### src/rtl/zqh_jtag_dtm_tap.sv
// JTAG TAP controller plus RISC-V debug transport module, oversampling the JTAG pins on clock.
// DMI scans become request/response transactions toward the debug module.
module zqh_jtag_dtm_tap #(
    parameter int          ABITS     = 7,
    parameter logic [31:0] IDCODE    = 32'h00000001,
    parameter logic [2:0]  IDLE_HINT = 3'd1
) (
    input  logic             clock,
    input  logic             reset,
    input  logic             jtag_tck,
    input  logic             jtag_tms,
    input  logic             jtag_tdi,
    output logic             jtag_tdo,
    output logic             jtag_tdo_en,
    output logic             dmi_req_valid,
    input  logic             dmi_req_ready,
    output logic [ABITS-1:0] dmi_req_addr,
    output logic [31:0]      dmi_req_data,
    output logic [1:0]       dmi_req_op,
    input  logic             dmi_resp_valid,
    output logic             dmi_resp_ready,
    input  logic [31:0]      dmi_resp_data,
    input  logic [1:0]       dmi_resp_resp
);
    localparam int         DMI_W       = ABITS + 34;
    localparam logic [4:0] IR_IDCODE   = 5'h01;
    localparam logic [4:0] IR_DTMCS    = 5'h10;
    localparam logic [4:0] IR_DMI      = 5'h11;
    localparam logic [5:0] ABITS_FIELD = 6'(ABITS);

    typedef enum logic [3:0] {
        TEST_LOGIC_RESET, RUN_TEST_IDLE,
        SELECT_DR, CAPTURE_DR, SHIFT_DR, EXIT1_DR, PAUSE_DR, EXIT2_DR, UPDATE_DR,
        SELECT_IR, CAPTURE_IR, SHIFT_IR, EXIT1_IR, PAUSE_IR, EXIT2_IR, UPDATE_IR
    } tap_state_t;

    function automatic tap_state_t tap_next(input tap_state_t s, input logic tms);
        case (s)
            TEST_LOGIC_RESET: tap_next = tms ? TEST_LOGIC_RESET : RUN_TEST_IDLE;
            RUN_TEST_IDLE:    tap_next = tms ? SELECT_DR : RUN_TEST_IDLE;
            SELECT_DR:        tap_next = tms ? SELECT_IR : CAPTURE_DR;
            CAPTURE_DR:       tap_next = tms ? EXIT1_DR : SHIFT_DR;
            SHIFT_DR:         tap_next = tms ? EXIT1_DR : SHIFT_DR;
            EXIT1_DR:         tap_next = tms ? UPDATE_DR : PAUSE_DR;
            PAUSE_DR:         tap_next = tms ? EXIT2_DR : PAUSE_DR;
            EXIT2_DR:         tap_next = tms ? UPDATE_DR : SHIFT_DR;
            UPDATE_DR:        tap_next = tms ? SELECT_DR : RUN_TEST_IDLE;
            SELECT_IR:        tap_next = tms ? TEST_LOGIC_RESET : CAPTURE_IR;
            CAPTURE_IR:       tap_next = tms ? EXIT1_IR : SHIFT_IR;
            SHIFT_IR:         tap_next = tms ? EXIT1_IR : SHIFT_IR;
            EXIT1_IR:         tap_next = tms ? UPDATE_IR : PAUSE_IR;
            PAUSE_IR:         tap_next = tms ? EXIT2_IR : PAUSE_IR;
            EXIT2_IR:         tap_next = tms ? UPDATE_IR : SHIFT_IR;
            UPDATE_IR:        tap_next = tms ? SELECT_DR : RUN_TEST_IDLE;
            default:          tap_next = TEST_LOGIC_RESET;
        endcase
    endfunction

    // Pin order in the sync vector: 0=tck, 1=tms, 2=tdi.
    logic [2:0] pin_raw;
    logic [2:0] pin_sync;
    assign pin_raw = {jtag_tdi, jtag_tms, jtag_tck};

    genvar gi;
    generate
        for (gi = 0; gi < 3; gi++) begin : g_sync
            logic meta_reg;
            logic sync_reg;
            always_ff @(posedge clock) begin
                if (reset) begin
                    meta_reg <= 1'b0;
                    sync_reg <= 1'b0;
                end else begin
                    meta_reg <= pin_raw[gi];
                    sync_reg <= meta_reg;
                end
            end
            assign pin_sync[gi] = sync_reg;
        end
    endgenerate

    tap_state_t       state_reg;
    logic             tck_d_reg;
    logic [4:0]       ir_reg;
    logic [4:0]       ir_shift_reg;
    logic [DMI_W-1:0] dr_shift_reg;
    logic [DMI_W-1:0] dr_shift_next;
    logic [DMI_W-1:0] dr_capture;
    logic             tdo_reg;
    logic             tdo_en_reg;
    logic             req_valid_reg;
    logic [ABITS-1:0] req_addr_reg;
    logic [31:0]      req_data_reg;
    logic [1:0]       req_op_reg;
    logic             busy_reg;
    logic [1:0]       sticky_reg;
    logic [31:0]      last_data_reg;
    logic             tck_rise;
    logic             tck_fall;

    assign tck_rise = pin_sync[0] & ~tck_d_reg;
    assign tck_fall = ~pin_sync[0] & tck_d_reg;

    // The selected DR length decides which bit the incoming tdi lands in.
    always_comb begin
        dr_capture    = '0;
        dr_shift_next = {{(DMI_W-1){1'b0}}, pin_sync[2]};
        case (ir_reg)
            IR_IDCODE: begin
                dr_capture[31:0] = IDCODE;
                dr_shift_next    = {{(DMI_W-32){1'b0}}, pin_sync[2], dr_shift_reg[31:1]};
            end
            IR_DTMCS: begin
                dr_capture[31:0] = {14'b0, 1'b0, 1'b0, 1'b0, IDLE_HINT, sticky_reg,
                                    ABITS_FIELD, 4'd1};
                dr_shift_next    = {{(DMI_W-32){1'b0}}, pin_sync[2], dr_shift_reg[31:1]};
            end
            IR_DMI: begin
                dr_capture    = {req_addr_reg, last_data_reg, busy_reg ? 2'd3 : sticky_reg};
                dr_shift_next = {pin_sync[2], dr_shift_reg[DMI_W-1:1]};
            end
            default: ;
        endcase
    end

    always_ff @(posedge clock) begin
        if (reset) begin
            state_reg     <= TEST_LOGIC_RESET;
            tck_d_reg     <= 1'b0;
            ir_reg        <= IR_IDCODE;
            ir_shift_reg  <= '0;
            dr_shift_reg  <= '0;
            tdo_reg       <= 1'b0;
            tdo_en_reg    <= 1'b0;
            req_valid_reg <= 1'b0;
            req_addr_reg  <= '0;
            req_data_reg  <= '0;
            req_op_reg    <= '0;
            busy_reg      <= 1'b0;
            sticky_reg    <= '0;
            last_data_reg <= '0;
        end else begin
            tck_d_reg <= pin_sync[0];

            if (req_valid_reg && dmi_req_ready)
                req_valid_reg <= 1'b0;
            if (busy_reg && dmi_resp_valid) begin
                last_data_reg <= dmi_resp_data;
                if (sticky_reg == 2'd0)
                    sticky_reg <= dmi_resp_resp;
                busy_reg <= 1'b0;
            end

            if (tck_rise) begin
                state_reg <= tap_next(state_reg, pin_sync[1]);
                case (state_reg)
                    CAPTURE_IR: ir_shift_reg <= 5'b00001;
                    SHIFT_IR:   ir_shift_reg <= {pin_sync[2], ir_shift_reg[4:1]};
                    CAPTURE_DR: begin
                        dr_shift_reg <= dr_capture;
                        if (ir_reg == IR_DMI && busy_reg)
                            sticky_reg <= 2'd3;
                    end
                    SHIFT_DR:   dr_shift_reg <= dr_shift_next;
                    default: ;
                endcase
            end

            if (tck_fall) begin
                tdo_reg    <= (state_reg == SHIFT_DR) ? dr_shift_reg[0] :
                              (state_reg == SHIFT_IR) ? ir_shift_reg[0] : 1'b0;
                tdo_en_reg <= (state_reg == SHIFT_DR) || (state_reg == SHIFT_IR);
                if (state_reg == UPDATE_IR)
                    ir_reg <= ir_shift_reg;
                if (state_reg == UPDATE_DR && ir_reg == IR_DTMCS) begin
                    if (dr_shift_reg[17]) begin
                        sticky_reg    <= 2'd0;
                        busy_reg      <= 1'b0;
                        req_valid_reg <= 1'b0;
                    end else if (dr_shift_reg[16]) begin
                        sticky_reg <= 2'd0;
                    end
                end
                if (state_reg == UPDATE_DR && ir_reg == IR_DMI) begin
                    // A scan landing on a busy DMI is an overrun: flag it, keep the old request.
                    if (busy_reg) begin
                        sticky_reg <= 2'd3;
                    end else if (sticky_reg == 2'd0 &&
                                 (dr_shift_reg[1:0] == 2'd1 || dr_shift_reg[1:0] == 2'd2)) begin
                        req_addr_reg  <= dr_shift_reg[DMI_W-1:34];
                        req_data_reg  <= dr_shift_reg[33:2];
                        req_op_reg    <= dr_shift_reg[1:0];
                        req_valid_reg <= 1'b1;
                        busy_reg      <= 1'b1;
                    end
                end
            end

            if (state_reg == TEST_LOGIC_RESET) begin
                ir_reg     <= IR_IDCODE;
                sticky_reg <= 2'd0;
            end
        end
    end

    assign jtag_tdo       = tdo_reg;
    assign jtag_tdo_en    = tdo_en_reg;
    assign dmi_req_valid  = req_valid_reg;
    assign dmi_req_addr   = req_addr_reg;
    assign dmi_req_data   = req_data_reg;
    assign dmi_req_op     = req_op_reg;
    assign dmi_resp_ready = busy_reg;

endmodule

### config.mk
export PLATFORM = sky130hd
export DESIGN_NAME = zqh_jtag_dtm_tap
export DESIGN_NICKNAME = d
export VERILOG_FILES = /design/src/rtl/zqh_jtag_dtm_tap.sv
export SDC_FILE = /design/constraint.sdc
export NUM_CORES = 1
export LEC_CHECK = 0
export ABC_AREA = 0
export BUFFER_PORTS_ARGS = -buffer_cell sky130_fd_sc_hd__buf_2
export CAP_MARGIN = 0
export CORE_AREA = 8 8 117 119
export DETAILED_ROUTE_END_ITERATION = 10
export DIE_AREA = 0 0 125 127
export PLACE_DENSITY = 0.74
export SLEW_MARGIN = 40
export SYNTH_ARGS = -nofsm -noshare
export SYNTH_HDL_FRONTEND = slang
export SYNTH_SLANG_ARGS = --single-unit
### constraint.sdc
create_clock -name clock -period 3.1 [get_ports clock]
set_input_delay 0.31 -clock clock [delete_from_list [all_inputs] [get_ports clock]]
set_output_delay 0.31 -clock clock [all_outputs]
set_load 0.005 [all_outputs]
==> qor.json <==
{
  "run_status": {"value": "complete, no violations"},
  "clk_transition_reported_paths": {"value": 0.06, "unit": "ns"},
  "boundaryPins": {"value": 86},
  "clock_tree.root_cell": {"value": "sky130_fd_sc_hd__clkbuf_16"},
  "worstPathCellList": {"value": "or4b_4 -> nor4_4 -> buf_4 -> nand3_1 -> a21oi_1"},
  "place_congestion": {"value": 0.847},
  "cts_setup_buffers": {"value": 0},
  "cellLeakagePower": {"value": 2.48, "unit": "nW"},
  "netlist_area": {"value": 5810, "unit": "um^2"},
  "htreeDepth": {"value": 4},
  "final_cell_area": {"value": 6790, "unit": "um^2"},
  "grt.total_usage": {"value": 19.6, "unit": "%"},
  "dpl_cell_area": {"value": 6240, "unit": "um^2"},
  "ant_nets": {"value": 0},
  "count_leader_synth": {"value": "sky130_fd_sc_hd__dfxtp_1"},
  "first_global_vias": {"value": 5126},
  "globalRoute.totalOverflow": {"value": 0},
  "numCtsBuffers": {"value": 17},
  "finalNetCount": {"value": 787},
  "yosys_register_bits": {"value": 141},
  "kind_of_end_point_of_the_critical_path": {"value": "flop"},
  "placement.setup.worst_slack": {"value": 0.764, "unit": "ns"},
  "timing.critical_path.arrival": {"value": 2.68, "unit": "ns"},
  "fp.dieArea": {"value": 15900, "unit": "um^2"},
  "final_ws_setup": {"value": 0.771, "unit": "ns"},
  "die-width": {"value": 125, "unit": "um"},
  "initial_utilization": {"value": 49.2, "unit": "%"},
  "multiInputGateArea": {"value": 2670, "unit": "um^2"},
  "synth_async_sr_flop_share": {"value": 0, "unit": "%"},
  "largest_register_ff_count": {"value": 41},
  "fillers": {"value": 1079},
  "max_slew.worst_pin.slew": {"value": 0.748, "unit": "ns"},
  "period_needed": {"value": 2.33, "unit": "ns"},
  "synth.cells.most_frequent": {"value": "sky130_fd_sc_hd__dfxtp_1, sky130_fd_sc_hd__a21oi_1, sky130_fd_sc_hd__nand2_1, sky130_fd_sc_hd__o21ai_0, sky130_fd_sc_hd__nand3_1"},
  "placementRows": {"value": 40},
  "maximum_vdd_ir_drop": {"value": 0.305, "unit": "mV"},
  "wirelength": {"value": 15400, "unit": "um"},
  "criticalPathCategory": {"value": "reg2reg"},
  "worstHoldPathType": {"value": "in2reg"},
  "slew-limit-headroom": {"value": 50.0, "unit": "%"},
  "finClkSkew": {"value": 0.00947, "unit": "ns"},
  "timing.critical_path.required": {"value": 3.45, "unit": "ns"},
  "port_buffers": {"value": 85},
  "critical_path.slowest_cell": {"value": "sky130_fd_sc_hd__dfxtp_1"},
  "rsz_0062_raised_after_global_routing": {"value": "no"},
  "grt_start_max_net_pins": {"value": 63},
  "synthesis.yosys.warnings": {"value": 0},
  "drt_iter0_drc": {"value": 465},
  "predominant_post_synthesis_flop_cell": {"value": "sky130_fd_sc_hd__dfxtp_1"},
  "post_synth_inst_count": {"value": 692},
  "cp_max_fo": {"value": 26},
  "max_cap_violations": {"value": 0},
  "powerDensity": {"value": 558, "unit": "nW/um^2"},
  "detailedRoute.firstPassIterationCount": {"value": 5},
  "final-hold-violation-count": {"value": 0},
  "chipHeight": {"value": 127, "unit": "um"},
  "post_synth.cell_area_avg": {"value": 8.40, "unit": "um^2"},
  "dpl.hpwl": {"value": 10400, "unit": "um"},
  "seq_area_frac_synth": {"value": 48.6, "unit": "%"},
  "layout-drive-gt1-share": {"value": 18.8, "unit": "%"},
  "timing.critical_path.slowest_cell_delay": {"value": 0.72, "unit": "ns"},
  "period_share": {"value": 75.1, "unit": "%"},
  "drv_slew": {"value": 0},
  "antenna_found_initial": {"value": 0},
  "top_delay_family_on_crit_path": {"value": "simple AND/OR/NAND/NOR gates"},
  "timing.fmax": {"value": 0.429, "unit": "GHz"},
  "num_vias": {"value": 5377},
  "antenna_cells": {"value": 0},
  "setup_tns": {"value": 0, "unit": "ns"},
  "area_contributors_post_synth": {"value": "sky130_fd_sc_hd__dfxtp_1, sky130_fd_sc_hd__a21oi_1, sky130_fd_sc_hd__o21ai_0"},
  "synth_largest_area_cell": {"value": "sky130_fd_sc_hd__dfxtp_1"},
  "grt_pass1_wl": {"value": 25600, "unit": "um"},
  "report.final.setup_viol": {"value": 0},
  "synth_top_cell_area_share": {"value": 48.6, "unit": "%"},
  "clk-insertion-delay-late": {"value": 0.42, "unit": "ns"},
  "post_synth_edffs": {"value": 0},
  "cp-start-kind": {"value": "flop"},
  "syn_nets": {"value": 733},
  "ys_types": {"value": 52},
  "drcViolationCount": {"value": 0},
  "clockBufferDepth": {"value": 2},
  "area_growth_syn_to_layout": {"value": 16.8, "unit": "%"},
  "fp.coreArea": {"value": 11800, "unit": "um^2"},
  "cts_hold_repair_buffers": {"value": 0},
  "cts.sinks": {"value": 141},
  "routed_wire_length_per_instance": {"value": 17.0, "unit": "um"},
  "regArea": {"value": 2820, "unit": "um^2"},
  "vias_per_cell": {"value": 5.93},
  "cts_tree": {"value": "yes"},
  "cts.repair.resized": {"value": 0},
  "timing.critical_path.buf_inv": {"value": 1}
}
cells by family after synthesis:
group | Yosys count | share of synthesized area (%)
AOI/OAI and AO/OA | 240 | 24.4
and+or+nand+nor | 228 | 19.1
DFF | 141 | 48.6
buffers and inverters | 70 | 5.68
muxes | 11 | 1.89
xor gates and xnor gates | 2 | 0.301
report_power, final:
| group | internal (mW) | switching (mW) | total, mW |
|---|---|---|---|
| Combinational | 0.0314 | 0.0470 | 0.0784 |
| Sequential | 1.82 | 0.00968 | 1.83 |
| Clock | 1.11 | 0.771 | 1.88 |
layout make-up:
class | count | area share [%]
Multi-Input combinational cell | 481 | 39.3
Inverter | 4 | 0.221
Clock inverter | 12 | 1.68
Clock buffer | 20 | 6.43
Tap cell | 147 | 2.71
Timing Repair Buffer | 101 | 8.04
Sequential cell | 141 | 41.6
per-stage QoR:
step                hold WS, ns  power, mW  util, %  instances
floorplan                 0.414       1.91        -        692
global placement          0.418       1.94     52.8        874
detailed placement        0.428       1.95     52.8        874
CTS                      0.0869       3.81     57.5        906
global route             0.0840       3.90     57.5        906
finish                    0.100       3.79     57.5        906
placed cells by master, fill, tap and decap left out, types with 5 or more instances in the layout:
| master | synthesis | layout |
|---|---|---|
| sky130_fd_sc_hd__mux2i_1 | 11 | 11 |
| sky130_fd_sc_hd__nor2_1 | 35 | 35 |
| sky130_fd_sc_hd__nor2b_1 | 11 | 11 |
| sky130_fd_sc_hd__a31oi_1 | 6 | 6 |
| sky130_fd_sc_hd__nand3_1 | 50 | 50 |
| sky130_fd_sc_hd__nand4_1 | 5 | 5 |
| sky130_fd_sc_hd__o21ai_1 | 16 | 16 |
| sky130_fd_sc_hd__nor3_1 | 8 | 6 |
| sky130_fd_sc_hd__o21ai_0 | 68 | 68 |
| sky130_fd_sc_hd__a221oi_1 | 24 | 24 |
| sky130_fd_sc_hd__o2bb2ai_1 | 10 | 10 |
| sky130_fd_sc_hd__clkbuf_16 | 0 | 17 |
| sky130_fd_sc_hd__a21oi_1 | 93 | 93 |
| sky130_fd_sc_hd__buf_2 | 12 | 85 |
| sky130_fd_sc_hd__nand2_1 | 86 | 86 |
| sky130_fd_sc_hd__buf_4 | 2 | 16 |
| sky130_fd_sc_hd__nand2b_1 | 8 | 8 |
| sky130_fd_sc_hd__dfxtp_1 | 141 | 140 |
final timing paths:
path,start,to,slack [ns],cells after the start
worst max-delay path,state_reg[3],dmi_req_data[5],0.77,5
worst min-delay path,dmi_req_ready,dmi_req_valid,0.10,2
worst max register to register,state_reg[3],dmi_req_data[5],0.77,5
worst min register to register,g_sync[0].meta_reg,g_sync[0].sync_reg,0.43,1
routing by layer:
layer,GRT usage (%),share of wire (%),vias up,wire length [um]
li1,-,-,2596,-
met1,25.1,44,2559,6820
met2,31.0,47,204,7160
met3,5.53,7.6,18,1160
met4,7.38,1.5,0,231
met5,0,0,-,0
No activity file was read; power rests on OpenSTA's default activity.
